### config.mk
export PLATFORM = sky130hd
export DESIGN_NAME = serial_and16
export DESIGN_NICKNAME = d
export VERILOG_FILES = /design/src/rtl/serial_and16_pkg.sv /design/src/rtl/serial_and16_andgate.sv /design/src/rtl/serial_and16.sv
export SDC_FILE = /design/constraint.sdc
export NUM_CORES = 1
export LEC_CHECK = 0
export ABC_AREA = 1
export CAP_MARGIN = 20
export CORE_ASPECT_RATIO = 1.2
export CORE_MARGIN = 2
export CORE_UTILIZATION = 36
export DETAILED_ROUTE_END_ITERATION = 12
export GPL_ROUTABILITY_DRIVEN = 0
export PLACE_DENSITY_LB_ADDON = 0.25
export SKIP_CTS_REPAIR_TIMING = 1
export SLEW_MARGIN = 20
export SYNTH_ARGS = -nofsm -noshare
export SYNTH_HDL_FRONTEND = slang
export SYNTH_SLANG_ARGS = --single-unit
### constraint.sdc
create_clock -name clk -period 1.65 [get_ports clk]
set_clock_uncertainty 0.05 [all_clocks]
set_input_delay 0.2475 -clock clk [delete_from_list [all_inputs] [get_ports clk]]
set_output_delay 0.2475 -clock clk [all_outputs]
set_load 0.02 [all_outputs]
### src/rtl/serial_and16_pkg.sv
// Shared constants and state encoding for the bit-serial 16-bit AND unit.
package serial_and16_pkg;

  localparam int unsigned SA_WIDTH = 16;
  localparam int unsigned SA_CNT_W = $clog2(SA_WIDTH);

  typedef enum logic [1:0] {
    ST_IDLE  = 2'd0,
    ST_SHIFT = 2'd1,
    ST_DONE  = 2'd2
  } sa_state_e;

endpackage

### src/rtl/serial_and16_andgate.sv
// One-bit AND cell, time-multiplexed by serial_and16 across the word.
module andGate (
  input  logic i_a,
  input  logic i_b,
  output logic o_y
);

  assign o_y = i_a & i_b;

endmodule

### src/rtl/serial_and16.sv
// Bit-serial bitwise AND: accepts an operand pair, computes one bit per
// cycle LSB first through a single andGate, then holds the word until taken.
module serial_and16
  import serial_and16_pkg::*;
#(
  parameter int unsigned WIDTH = SA_WIDTH
) (
  input  logic             clk,
  input  logic             reset,
  input  logic             in_valid,
  output logic             in_ready,
  input  logic [WIDTH-1:0] x,
  input  logic [WIDTH-1:0] y,
  output logic             out_valid,
  input  logic             out_ready,
  output logic [WIDTH-1:0] out,
  output logic             busy
);

  localparam int unsigned CNT_W = $clog2(WIDTH);
  localparam logic [CNT_W-1:0] LAST_CNT = CNT_W'(WIDTH - 1);

  sa_state_e        r_state;
  logic [CNT_W-1:0] r_cnt;
  logic [WIDTH-1:0] r_x_sr;
  logic [WIDTH-1:0] r_y_sr;
  logic [WIDTH-1:0] r_res_sr;
  logic [WIDTH-1:0] r_out;
  logic             r_in_ready;
  logic             r_out_valid;
  logic             r_busy;
  logic             w_bit;

  // Single shared bit-slice: AND of the current operand LSBs.
  andGate u_and (
    .i_a (r_x_sr[0]),
    .i_b (r_y_sr[0]),
    .o_y (w_bit)
  );

  // Control FSM and datapath; handshake flags are registered alongside state.
  always_ff @(posedge clk) begin
    if (reset) begin
      r_state     <= ST_IDLE;
      r_cnt       <= '0;
      r_x_sr      <= '0;
      r_y_sr      <= '0;
      r_res_sr    <= '0;
      r_out       <= '0;
      r_in_ready  <= 1'b1;
      r_out_valid <= 1'b0;
      r_busy      <= 1'b0;
    end else begin
      case (r_state)
        ST_IDLE: begin
          if (in_valid && r_in_ready) begin
            r_x_sr     <= x;
            r_y_sr     <= y;
            r_cnt      <= '0;
            r_state    <= ST_SHIFT;
            r_in_ready <= 1'b0;
            r_busy     <= 1'b1;
          end
        end

        ST_SHIFT: begin
          r_x_sr   <= r_x_sr >> 1;
          r_y_sr   <= r_y_sr >> 1;
          r_res_sr <= {w_bit, r_res_sr[WIDTH-1:1]};
          if (r_cnt == LAST_CNT) begin
            // Last bit: publish the completed word directly, bypassing the shifter.
            r_out       <= {w_bit, r_res_sr[WIDTH-1:1]};
            r_cnt       <= '0;
            r_state     <= ST_DONE;
            r_out_valid <= 1'b1;
          end else begin
            r_cnt <= r_cnt + CNT_W'(1);
          end
        end

        ST_DONE: begin
          // No bypass: in_ready only rises the cycle after the result is taken.
          if (out_ready && r_out_valid) begin
            r_state     <= ST_IDLE;
            r_out_valid <= 1'b0;
            r_busy      <= 1'b0;
            r_in_ready  <= 1'b1;
          end
        end

        default: begin
          r_state     <= ST_IDLE;
          r_cnt       <= '0;
          r_in_ready  <= 1'b1;
          r_out_valid <= 1'b0;
          r_busy      <= 1'b0;
        end
      endcase
    end
  end

  assign in_ready  = r_in_ready;
  assign out_valid = r_out_valid;
  assign out       = r_out;
  assign busy      = r_busy;

endmodule

=== Yosys cells after proc, flatten, opt, wreduce, memory -nomap -nowiden ===
Index checks and enable logic that the tools add are counted.
W data, S select, Z words.

* Register bits after elaboration: 73
* Latch bits: 0
* Memory bits (writable): 0
* ROM bits: 0
* Word-level logic and storage cells: 49
* Memories kept: 0

* Add/subtract/negate cells: 1
* Multipliers: 0
* Divide/modulo/power cells: 0
* $lt $le $gt $ge: 0
* Equality and inequality tests: 6
* Shift operators: 0
* Muxes and demuxes: 19
* Bitwise logic cells: 4
* Reductions and logical operators: 10

{| class="wikitable"
|+ Operators by type and width
! cell !! count
|-
| $pmux W16 S2 || 2
|-
| $mux W16 || 2
|-
| $pmux W4 S3 || 1
|-
| $pmux W1 S3 || 3
|-
| $reduce_and A3 Y1 || 3
|-
| $mux W4 || 2
|-
| $mux W2 || 3
|-
| $ne A2 B2 Y1 const B || 3
|-
| $pmux W2 S3 || 1
|-
| $reduce_and A2 Y1 || 3
|-
| $mux W1 || 5
|-
| $add A4 B1 Y4 const B || 1
|-
| $eq A4 B4 Y1 const B || 1
|-
| $not A1 Y1 || 3
|-
| $eq A2 B1 Y1 const B || 1
|-
| $eq A2 B2 Y1 const B || 1
|-
| $logic_and A1 B1 Y1 || 2
|-
| $logic_not A2 Y1 || 1
|-
| $reduce_bool A2 Y1 || 1
|-
| $and A1 B1 Y1 || 1
|}

=== Depth between registers and ports, before layout ===
* Depth in word-level cells: 3
* Depth in mapped cells: 7
* Mapped depth without buffers: 6

=== Cells and area by module ===
Synthesis repeated with hierarchy kept, for this count alone.

* Cell total of the unflattened synthesis: 430
* Area total of the unflattened synthesis: 3034.2 um^2

{| class="wikitable"
|+ Modules (own cells, without submodules)
! module !! times used !! cells each !! area an instance (um^2) !! seq. area each (um^2)
|-
| serial_and16 || 1 || 428 || 3026.7 || 1441.4
|-
| andGate || 1 || 2 || 7.5 || 0.0
|}

=== Least setup slack after synthesis ===
No wires, ideal clock.

* Path kind: register to register
* Start point: register r_cnt[0]
* End point: register r_out[0] (netlist: out[0])
* Library setup time: 0.116 ns
* Data arrival time: 1.192 ns
* Data required time: 1.484 ns
* Setup slack: 0.292 ns
* Cell stages (with the launch flop): 8
* Buffers on the path: 1
* Cell sequence: dfxtp_1 > ha_1 > nand3_2 > nor2_8 > inv_2 > buf_4 > nor2_1 > nor2_1

* Longest elaborated chain between the ends: 2

{| class="wikitable"
|+ Ends and longest elaborated chain
! item !! RTL line !! RTL
|-
| from (decl) || serial_and16.sv:24 || <nowiki>logic [CNT_W-1:0] r_cnt;</nowiki>
|-
| from (signal assigned) || serial_and16.sv:77 || <nowiki>r_cnt <= r_cnt + CNT_W'(1);</nowiki>
|-
| $eq A4 B4 Y1 || serial_and16.sv:70 || <nowiki>if (r_cnt == LAST_CNT) begin</nowiki>
|-
| $reduce_and A2 Y1 (no source line) || - ||
|-
| to (signal assigned) || serial_and16.sv:72 || <nowiki>r_out <= {w_bit, r_res_sr[WIDTH-1:1]};</nowiki>
|-
| to (decl) || serial_and16.sv:28 || <nowiki>logic [WIDTH-1:0] r_out;</nowiki>
|}

No other way between the ends.
A chain may end at the register's enable or synchronous reset.

=== Worst setup path after layout ===
* Start point: register r_out[7] (netlist: out[7])
* End point: output out[7]

{| class="wikitable"
|+ RTL lines
! item !! RTL line !! RTL
|-
| to (decl) || serial_and16.sv:16 || <nowiki>output logic [WIDTH-1:0] out,</nowiki>
|}

No word-level cell between the ends.

==> results.py <==
metrics = {
    "cells_and_area": {
        "drive_above_1_share_pct": 7.292,
        "multi_input_area_um2": 1358,
        "fill_cells": 828,
        "postLayoutCellArea_um2": 3887,
        "final_core_util_pct": 48.49,
        "seqCellArea_um2": 1441,
        "fin_nets": 512,
        "area_delta_synth_final_pct": 31.88,
        "diodes": 0,
    },
    "yosys": {
        "synth_edf_count": 0,
        "syn_area_per_cell_um2": 6.904,
        "synth_area_um2": 2948,
        "synthTopCellsByCount": "nand2_1, dfxtp_1, a21oi_1",
        "async_flop_share_pct": 0,
        "ys_seq_elements": 72,
        "synth.distinct_cells": 19,
        "syn_inst": 427,
        "syn_nets": 464,
        "ys.flop_type": "dfxtp_1",
        "synth_area_leaders": "dfxtp_1, nand2_1, a21oi_1",
        "ys_warn_count": 0,
        "netlist.area_leader.share_pct": 48.90,
        "synth_top_area_cell": "dfxtp_1",
        "synth-seq-area-share_pct": 48.90,
        "post-synth-top-count-cell": "nand2_1",
    },
    "power_and_ir_drop": {
        "seq_power_share_pct": 44.7,
        "p_per_area_nw_per_um2": 1138,
        "switching_power_mw": 1.174,
        "p_comb_share_pct": 16.5,
        "p_int_mw": 3.248,
        "leakagePower_nw": 1.765,
        "power.share.clock_pct": 38.9,
        "swShare_pct": 26.54,
        "vdd_drop_max_mv": 0.6191,
    },
    "floorplan": {
        "start_util_pct": 36.77,
        "row_count": 36,
        "fp.dieArea_um2": 8931,
        "io_pins": 55,
        "die-height_um": 103.1,
        "die_x_um": 86.61,
        "coreArea_um2": 8018,
    },
    "routing": {
        "viasPerCell": 4.670,
        "drc": 0,
        "drtIter0Drc": 98,
        "num_vias": 2685,
        "antenna_left": 0,
        "post_drt_wl_per_cell_um": 11.66,
        "drtPass1Iterations": 4,
        "wl_mm": 6.702,
    },
    "clock_network": {
        "insertion_delay_ps": 340,
        "cts-root-buf": "clkbuf_8",
        "cts_buffer_depth": 2,
        "htree_num_levels": 3,
        "clkSinkCount": 72,
        "cts_tree": "done",
        "numCtsBuffers": 9,
        "clk_pin_slew_ps": 80,
    },
    "sta": {
        "timing.final.hold_violations": 0,
        "setup_slack_ps": 57.56,
        "setup_viol": 0,
        "tightest_slew_ps": 506.5,
        "fin_crit_sh_pct": 96.51,
        "rsz0062_at_grt": "no",
        "drv_slew": 0,
        "fmax_mhz": 628.0,
        "slew_headroom_pct": 66.19,
        "min_period_ps": 1592,
    },
    "run": {
        "cap_violations": 0,
    },
    "placed_design": {
        "place_ws_ps": 93.73,
        "dpl-instance-area_um2": 3610,
        "place_hpwl_mm": 4.352,
        "port_buffers": 54,
    },
    "setup_path": {
        "endpoint_kind": "output port",
        "crit_chain": "clkdlybuf4s50_1",
        "path_buf_inv": 1,
        "cp_top_family": "buffers and inverters",
        "critPathKind": "flop to output port",
        "cp.required_ps": 1350,
        "cp_data_arrival_time_ps": 1290,
        "start_kind": "flop",
        "slowest_stage": "clkdlybuf4s50_1",
        "crit_fanout": 2,
        "cpPeakStageDelay_ps": 610,
        "cp.depth": 1,
        "r2r_cells": 7,
    },
    "global_route": {
        "grt_overflow_total": 0,
        "antenna_found_initial": 0,
        "grt_max_degree": 37,
        "track_usage_pct": 16.08,
        "grt_pass1_vias": 2465,
        "grt_pass1_wl_mm": 11.23,
    },
    "run_status": {
        "status": "finished, final reports clean",
    },
    "min_path": {
        "hold_depth": 3,
        "hp-class": "input pin to flop",
    },
}
[routing by layer]
metal	part of all wire (%)	track usage [%]	vias to the layer above
met5	0	0	-
met4	1.5	5.769	0
met3	4.7	5.524	8
met2	49	26.75	47
met1	45	19.31	1188
li1	-	-	1442
[metrics by stage]
step,instances,hold WS (ps),TNS [ps],power [mW]
2_1_floorplan,427,340.2,0,2.484
3_3_place_gp,559,400.9,0,2.744
3_5_place_dp,559,403.6,0,2.756
4_1_cts,575,289.1,-6.474,4.494
5_1_grt,575,311.4,0,4.680
6_report,575,303.1,0,4.422
[kinds of logic after synthesis]
logic type | after synthesis | share of synthesized area [%]
AND/OR/NAND/NOR | 247 | 33.07
flip-flops | 72 | 48.90
AO/OA/AOI/OAI | 73 | 12.39
buffers and inverters | 34 | 5.221
adder cells (fa/ha/maj) | 1 | 0.4244
[cell usage in the layout, fill, tap and decap left out, types with 3 or more instances in the layout]
master	netlist	final
nand3_1	6	6
inv_1	5	5
dlymetal6s2s_1	0	10
inv_2	4	4
bufinv_16	0	3
nand2_1	199	199
buf_12	0	5
nor2_1	35	35
buf_4	3	3
clkbuf_8	0	10
clkdlybuf4s50_1	0	43
o21ai_0	19	19
a21oi_1	54	54
dfxtp_1	72	72
[worst min-delay path, cell delays in order]
cell	delay [ps]
buf_2	110
buf_4	240
a21oi_1	60
[state kept, by name (all words and copies together) (netlist names)]
signal	flops
busy	1
r_y_sr	16
in_ready	1
r_x_sr	16
r_res_sr	15
r_cnt	4
out	16
r_state	2
out_valid	1
[worst paths after layout]
check             start        end  slack [ps]
min               reset     out[6]         300
min reg2reg      out[6]     out[6]         410
max reg2reg  r_state[1]  r_y_sr[1]         260
max              out[7]     out[7]          60
[final cells by class]
class                      instances  area share, %
multi-input combinational        321          34.92
inverter                           9         0.8690
sequential                        72          37.08
clock inverter                     6          2.961
clock buffer                      10          3.540
tap                               95          3.058
timing repair buffer              62          17.57
[power groups by stage]
| stage | clock network (mW) | registers (mW) | logic, mW |
|---|---|---|---|
| finish | 1.72 | 1.97 | 0.728 |
| global route | 1.85 | 2.00 | 0.830 |
| CTS | 1.78 | 1.97 | 0.745 |
| detailed placement | 0 | 2.01 | 0.744 |
| global placement | 0 | 2.01 | 0.735 |
| floorplan | 0 | 2.00 | 0.481 |
(Power assumes the default switching activity.)
